===== config.mk =====
export PLATFORM = sky130hd
export DESIGN_NAME = mux8x1_rr_collector
export DESIGN_NICKNAME = d
export VERILOG_FILES = /design/src/rtl/mux8x1_rr_collector.sv
export SDC_FILE = /design/constraint.sdc
export NUM_CORES = 1
export LEC_CHECK = 0
export CAP_MARGIN = 5
export CORE_UTILIZATION = 45
export CTS_CLUSTER_DIAMETER = 80
export DETAILED_ROUTE_END_ITERATION = 7
export PLACE_DENSITY_LB_ADDON = 0.08
export RECOVER_POWER = 25
export SLEW_MARGIN = 20
export SYNTH_ARGS = -nofsm -noshare
export SYNTH_HDL_FRONTEND = slang
export SYNTH_SLANG_ARGS = --single-unit
export TNS_END_PERCENT = 30

===== constraint.sdc =====
create_clock -name clk -period 8.91 [get_ports clk]
set_input_delay 1.782 -clock clk [delete_from_list [all_inputs] [get_ports clk]]
set_output_delay 1.782 -clock clk [all_outputs]
set_load 0.01 [all_outputs]

===== src/rtl/mux8x1_rr_collector.sv =====
// 8-into-1 collector with round-robin / fixed-priority arbitration.
// Merges eight valid/ready source channels onto one registered output beat.
//
// Ports:
//   clk          rising-edge clock
//   rst_n        asynchronous reset, active-low
//   modo         0 = round-robin, 1 = fixed priority (channel 0 highest)
//   in_valid     per-channel valid, bit i = channel i
//   in_ready     per-channel ready, one-hot or zero
//   in_dados     channel i data at [i*WIDTH +: WIDTH]
//   out_valid    output beat valid (registered)
//   out_ready    downstream ready
//   out_dados    data of the held beat
//   out_endereco source channel index of the held beat
module mux8x1_rr_collector #(
    parameter int WIDTH = 8
) (
    input  logic               clk,
    input  logic               rst_n,
    input  logic               modo,
    input  logic [7:0]         in_valid,
    output logic [7:0]         in_ready,
    input  logic [8*WIDTH-1:0] in_dados,
    output logic               out_valid,
    input  logic               out_ready,
    output logic [WIDTH-1:0]   out_dados,
    output logic [2:0]         out_endereco
);

    logic [2:0] ptr;
    logic [2:0] sel_rr;
    logic [2:0] sel_fp;
    logic [2:0] sel;
    logic [2:0] rr_idx;
    logic       rr_found;
    logic       load;
    logic       any;
    logic [WIDTH-1:0] sel_dados;

    // Output register is free, or its beat leaves on this edge.
    assign load = ~out_valid | out_ready;
    assign any  = |in_valid;

    // Round-robin: scan ptr+1 .. ptr+8 (mod 8); ptr itself is checked last.
    always_comb begin
        sel_rr   = '0;
        rr_found = 1'b0;
        rr_idx   = '0;
        for (int k = 1; k <= 8; k++) begin
            rr_idx = ptr + 3'(k);
            if (!rr_found && in_valid[rr_idx]) begin
                rr_found = 1'b1;
                sel_rr   = rr_idx;
            end
        end
    end

    // Fixed priority: lowest index wins, so scan downwards.
    always_comb begin
        sel_fp = '0;
        for (int i = 7; i >= 0; i--) begin
            if (in_valid[i]) begin
                sel_fp = 3'(i);
            end
        end
    end

    assign sel = modo ? sel_fp : sel_rr;

    assign sel_dados = in_dados[sel*WIDTH +: WIDTH];

    // Grant only the selected channel; gated by rst_n so no beat is
    // accepted (and lost) while the output register is held in reset.
    always_comb begin
        in_ready = '0;
        if (rst_n && load && any) begin
            in_ready = 8'(1) << sel;
        end
    end

    always_ff @(posedge clk or negedge rst_n) begin
        if (!rst_n) begin
            out_valid    <= 1'b0;
            out_dados    <= '0;
            out_endereco <= '0;
            ptr          <= 3'd7;
        end else if (load) begin
            out_valid <= any;
            if (any) begin
                out_dados    <= sel_dados;
                out_endereco <= sel;
                ptr          <= sel;
            end
        end
    end

endmodule


==> qor.yml, run 1 <==
status: "finished clean"
antenna_found_initial: 0
synth_area_leaders: "dfrtp_1 (12%), mux4_2 (9.6%), a211oi_1 (4.9%), nand2_1 (4.9%), o41ai_2 (4.4%)"
async_flop_share_pct: 100
grt_pass1_wl_um: 13100
postLayoutCoreUtil_pct: 64.4
synth_top_area_share_pct: 11.6
r2r_slack_ns: 3.71
synth.most_common_cell: "nand2_1"
slew_headroom_pct: 38.6
die_area_mm2: 0.00604
startpoint: "in_valid[4]"
pre_cts_ws_ns: 1.39
timing.fmax_mhz: 131
cp_common_cell: "clkdlybuf4s50_1"
clkTransAtPathRegs_ns: 0.06
fin_crit_ns: 7.61
cts_hold_buf: 0
dr.pass1.iters: 4
clk_root_buffer_cell: "clkbuf_8"
final_max_slew_viol_count: 0
regToRegStartpoint: "ptr[0]$_DFFE_PN1P_"
core-area_mm2: 0.00551
cts_setup_buffers: 0
cts_tree: "built"
tightest_slew_ns: 0.921
maxCapViolations: 0
ys_ff_latch: 15
syn_inst: 293
critPathCaptureType: "output pin"
cts_made_buffers: 3
cp_data_arrival_time_ns: 5.83
min_path_type: "flop to flop"
syn_nets: 371
slowest_stage: "mux4_2"
wl_per_cell_um: 18.2
grt_pass1_vias: 2573
grtUsageTotal_pct: 27.2
reg2reg_depth: 11
cp-endpoint: "in_ready[7]"
r2r_end: "out_dados[1]$_DFFE_PN0P_"
synth-edff-count: 0
rows: 27
peakVddDrop_mv: 0.289
p_per_area_mw_per_mm2: 366
antennaDiodeCount: 0
area_growth_pct: 37.6
worstPathMaxFanout: 12
fin_cells: 443
grt_max_degree: 28
htree_levels: 1
path_class: "input pin to output pin"
synth_top_cell_by_area: "dfrtp_1"
setup_violations: 0
via_count: 2719
synth_seq_area_share_pct: 14.7
initial_core_util_pct: 46.8
ys_warn_count: 0
n_fill_cell: 488
leakagePower_nw: 1.31
ioPinCount: 96
path_cells: "clkdlybuf4s50_1 -> mux4_2 -> mux2_2 -> o311ai_1 -> a21oi_1 -> a2111oi_0 -> o21ai_0 -> nand2_1 -> nand3_1 -> nor3_1 -> clkdlybuf4s50_1"
timing.final.ws_setup_ns: 1.30
drt_iter0_drc: 106
tns_ns: 0
synth_common_cells: "nand2_1 (34), a211oi_1 (17), nor2_1 (15)"
syn_avg_cell_area_um2: 8.80
worstSetupStartpointType: "input pin"
synth_cell_types: 71
cpPeakStageDelay_ns: 0.61
clock_latency_ns: 0.25
cp_data_required_time_ns: 7.13
die_w_um: 77.7
portBuffers: 95
final_nets: 450
dp_cells: 439
finClkSkew_ns: 0.00696
drc: 0
synth_ff_type: "dfrtp_1"
fp.dieH_um: 77.7
hpwl_um: 6110
drtAntennaViolNets: 0
hold_violations: 0
ctsLongestPathBuffers: 2
layout-drive-gt1-share_pct: 14.3
gp_congestion: 0.887
clock-sinks: 15
viasPerCell: 6.14
fin_crit_sh_pct: 85.5
rsz0062_at_grt: "no"
gr-total-overflow: 0
place_area_mm2: 0.00350
synth_area_mm2: 0.00258
stdcell_area_mm2: 0.00355
cts_resized: 0
drt_wl_total_um: 8060
[cell type report]
class | instances | area (um^2) | area share, %
tap | 72 | 90.1 | 2.54
clock buffer | 3 | 41.3 | 1.16
inverter | 12 | 45.0 | 1.27
multi-input combinational | 244 | 2030 | 57.2
timing repair buffer | 96 | 958 | 27.0
sequential | 15 | 379 | 10.7
clock inverter | 1 | 5.00 | 0.141
[report_power, final]
part	total (mW)	internal [mW]	leakage, nW	switching (mW)
Combinational	1.07	0.477	1.11	0.593
Sequential	0.170	0.107	0.172	0.0630
Clock	0.0570	0.0310	0.0255	0.0259
[layout by cell type, fill, tap and decap left out, drive strengths merged, types with 3 or more instances in the layout]
cell type / Yosys / final
a2111oi: 4 / 4
a211o: 3 / 3
a211oi: 17 / 17
a21oi: 13 / 13
a221oi: 3 / 3
and2: 13 / 13
clkbuf: 10 / 3
clkdlybuf4s50: 0 / 94
dfrtp: 12 / 12
dfstp: 3 / 3
inv: 12 / 12
mux2: 17 / 17
mux2i: 12 / 12
mux4: 14 / 14
nand2: 35 / 35
nand2b: 5 / 5
nand3: 10 / 10
nand4: 4 / 4
nor2: 16 / 16
nor3: 13 / 13
o211ai: 5 / 5
o21ai: 7 / 7
o22ai: 8 / 8
o31ai: 4 / 4
o41ai: 7 / 7
or3: 3 / 3
xnor2: 3 / 3
[kinds of logic after synthesis]
| group | count (synthesis) | share of synthesized area, % |
|---|---|---|
| fa+ha+maj | 2 | 0.970 |
| buf+inv | 34 | 6.60 |
| mux | 43 | 25.2 |
| flops | 15 | 14.7 |
| xor+xnor | 4 | 1.94 |
| compound gates | 90 | 30.4 |
| simple gates | 105 | 20.1 |
[critical path, delay by kind of cell]
family          cells  cell delay, ns
simple gates        3            0.67
buf+inv             2            1.17
mux                 2            0.93
compound gates      4            1.28
[sequential cells by signal, summed over array words and instances, names as in the netlist]
register      count
ptr               3
out_dados         8
out_endereco      3
out_valid         1
[per-stage QoR]
stage | total power [mW] | hold WS [ns]
2_1_floorplan | 0.982 | 0.517
3_3_place_gp | 1.22 | 0.458
3_5_place_dp | 1.22 | 0.463
4_1_cts | 1.29 | 0.478
5_1_grt | 1.39 | 0.500
6_report | 1.30 | 0.476
[metal layers]
| layer | GRT usage [%] | routed length, um | share of wire, % |
|---|---|---|---|
| met2 | 43.9 | 3810 | 47 |
| met4 | 4.72 | 86 | 1.1 |
| met3 | 5.18 | 482 | 6.0 |
| met5 | 0 | 0 | 0 |
| met1 | 38.2 | 3690 | 46 |
[how the worst min path moves through the flow]
| stage | from | endpoint | slack (ns) | depth (start not counted) |
|---|---|---|---|---|
| after floorplan | out_dados[6]$_DFFE_PN0P_ | out_dados[6]$_DFFE_PN0P_ | 0.52 | 2 |
| after global placement | out_dados[2]$_DFFE_PN0P_ | out_dados[2]$_DFFE_PN0P_ | 0.46 | 2 |
| after detailed placement | out_dados[5]$_DFFE_PN0P_ | out_dados[5]$_DFFE_PN0P_ | 0.46 | 2 |
| after CTS | out_dados[5]$_DFFE_PN0P_ | out_dados[5]$_DFFE_PN0P_ | 0.48 | 2 |
| after global routing | out_dados[3]$_DFFE_PN0P_ | out_dados[3]$_DFFE_PN0P_ | 0.50 | 2 |
| final | out_dados[4]$_DFFE_PN0P_ | out_dados[4]$_DFFE_PN0P_ | 0.48 | 2 |
Power figures use the tool's default switching activity.
==> run 2, diff against run 1 <==
Settings changed: GPL_ROUTABILITY_DRIVEN set to 0.
==> results of run 2 <==
Final layout, timing and power as in run 1 (identical DEF).
==> run 3, diff against run 2 <==
Clock period 8.91 ns to 8.3 ns, I/O delays scaled along.
==> run 3 against run 2 <==
Sequential power rose by 8%. Clock power rose by 6.1%. Non-clock buffer count rose by 2. Sequential share of layout area barely moved. Wire length fell by 1.7%. Design area rose by 0.42%. Final cell count rose by 0.45%.
==> qor.yml, run 3 (synthesis results as in run 1) <==
final_max_slew_viol_count: 0  # unchanged
critPathCaptureType: "output pin"
clk_root_buffer_cell: "clkbuf_8"
cts_resized: 0  # unchanged
finClkSkew_ns: 0.0109  # +0.00390 ns
drtAntennaViolNets: 0  # unchanged
postLayoutCoreUtil_pct: 64.7  # +0.27 points
area_growth_pct: 38.2
cp_data_arrival_time_ns: 5.51  # -0.32 ns
via_count: 2736  # +0.63%
crit_family: "buffers and inverters"
grtUsageTotal_pct: 26.4  # -0.84 points
leakagePower_nw: 1.32  # +0.72%
cts_tree: "built"
slew_headroom_pct: 44.9  # +6.3 points
reg.largest.list: "out_dados x8, out_endereco x3, ptr x3"
final_common_cell: "clkdlybuf4s50_1"
timing.fmax_mhz: 139
clock-sinks: 15  # unchanged
cts_made_buffers: 3  # unchanged
core-area_mm2: 0.00551  # unchanged
met3_length_um: 571  # +18%
drt_iter0_drc: 143  # +35%
largest-register: "out_dados"
hpwl_um: 5960  # -2.5%
fin_crit_ns: 7.17
p_clk_share_pct: 4.3  # about the same
wl_met2_um: 3620  # -4.9%
fin_cells: 445  # +0.45%
place_area_mm2: 0.00352  # +0.43%
antennaDiodeCount: 0  # unchanged
portBuffers: 95  # unchanged
p_sw_mw: 0.727  # +6.5%
min_path_type: "flop to flop"
drt_wl_total_um: 7920  # -1.7%
tightest_slew_ns: 0.825  # -0.0968 ns
final_nets: 452  # +0.44%
path_cells: "clkdlybuf4s50_1 -> mux4_1 -> mux2i_4 -> nand2_2 -> nor3_1 -> a41oi_1 -> a21oi_1 -> buf_4 -> nor3_1 -> clkdlybuf4s50_1"
ioPinCount: 96  # unchanged
worstSetupStartpointType: "input pin"
ctsLongestPathBuffers: 2  # unchanged
p_per_area_mw_per_mm2: 392  # +7.1%
dp_cells: 441  # +0.46%
dr.pass1.iters: 4  # unchanged
stdcell_area_mm2: 0.00356  # +0.42%
crit_buf_inv: 3  # +1
die_area_mm2: 0.00604  # unchanged
wl_met1_um: 3660  # -0.68%
top_layer: "met4"
power_frac_comb_pct: 82.6  # about the same
setup_violations: 0  # unchanged
grt_pass1_wl_um: 12900  # -1.5%
p_seq_share_pct: 13.1  # about the same
fp.dieH_um: 77.7  # unchanged
peakVddDrop_mv: 0.286  # -0.96%
grt_max_degree: 28  # unchanged
layout-drive-gt1-share_pct: 14.7  # +0.46 points
r2r_slack_ns: 3.30  # -0.41 ns
switching_share_pct: 52.0  # -0.52 points
rows: 27  # unchanged
fin_crit_sh_pct: 86.4
cts_hold_buf: 0  # unchanged
path_class: "input pin to output pin"
maxCapViolations: 0  # unchanged
die_w_um: 77.7  # unchanged
cp_data_required_time_ns: 6.64  # -0.49 ns
viasPerCell: 6.15  # +0.17%
cpPeakStageDelay_ns: 0.64  # +0.03 ns
tns_ns: 0  # unchanged
initial_core_util_pct: 46.8  # unchanged
status: "finished clean"
final_cell_mix: "clkdlybuf4s50_1 (94), nand2_1 (34), a211oi_1 (17), nor2_1 (15)"
totalPowerFinal_mw: 1.40  # +7.6%
wl_per_cell_um: 17.8  # -2.2%
worstPathMaxFanout: 12  # unchanged
clkTransAtPathRegs_ns: 0.06  # about the same
hold_violations: 0  # unchanged
slowest_stage: "mux4_1"
drc: 0  # unchanged
grt_pass1_vias: 2559  # -0.54%
cts_setup_buffers: 0  # unchanged
gr-total-overflow: 0  # unchanged
antenna_found_initial: 0  # unchanged
largest_register_ffs: 8  # unchanged
clock_latency_ns: 0.25  # about the same
internal_power_mw: 0.670  # +8.8%
rsz0062_at_grt: "no"
htree_levels: 1  # unchanged
[run 3: cell count changes in the layout (fill, tap and decap cells not counted), sizes merged]
cell / previous run / this run
buf: 1 / 3
[run 3: metrics by stage]
stage / setup WS, ns / hold WS (ns)
after floorplan: 2.41 / 0.517
after global placement: 1.24 / 0.458
after detailed placement: 1.13 / 0.461
after CTS: 1.09 / 0.475
after global routing: 0.720 / 0.487
final: 1.13 / 0.475
[run 3: path summary, 6_finish.rpt]
check / end / startpoint / cells after the start
setup / recovery: in_ready[5] / in_valid[5] / 10
hold / removal: out_dados[4]$_DFFE_PN0P_ / out_dados[4]$_DFFE_PN0P_ / 2
setup reg to reg: out_dados[2]$_DFFE_PN0P_ / ptr[0]$_DFFE_PN1P_ / 11
hold reg to reg: out_dados[4]$_DFFE_PN0P_ / out_dados[4]$_DFFE_PN0P_ / 2
max in group asynchronous: out_dados[3]$_DFFE_PN0P_ / rst_n / 1
min in group asynchronous: out_dados[7]$_DFFE_PN0P_ / rst_n / 1
[run 3: area by class of cell]
cell class              instances  area (um^2)
inverters                      12         45.0
repair buffers                 98          973
flip-flops and latches         15          379
fillers                       491         1940
multi-input cells             244         2030
clock inverters                 1         5.00
clock buffers                   3         41.3
well taps                      72         90.1
[run 3: power by group through the flow]
stage | Clock, mW | Combinational (mW) | Sequential, mW
final | 0.0605 | 1.15 | 0.183
after floorplan | 0 | 0.910 | 0.144
after detailed placement | 0 | 1.13 | 0.184
after CTS | 0.0627 | 1.14 | 0.182
after global placement | 0 | 1.13 | 0.181
after global routing | 0.0648 | 1.24 | 0.192
[run 3: routing by layer]
metal | vias up | GRT usage, %
met3 | 6 | 4.35
met1 | 1295 | 38.1
met5 | - | 0
met4 | 0 | 3.77
li1 | 1311 | -
met2 | 124 | 41.9
[run 3: worst reg2reg max path: cells and delay by family, from the launching register on]
| family | cells | cell delay [ns] |
|---|---|---|
| muxes | 1 | 0.42 |
| and+or+nand+nor | 2 | 0.91 |
| adders and majority gates | 1 | 0.70 |
| AOI/OAI and AO/OA | 6 | 1.82 |
| DFF | 1 | 0.84 |
| buffers and inverters | 1 | 0.19 |
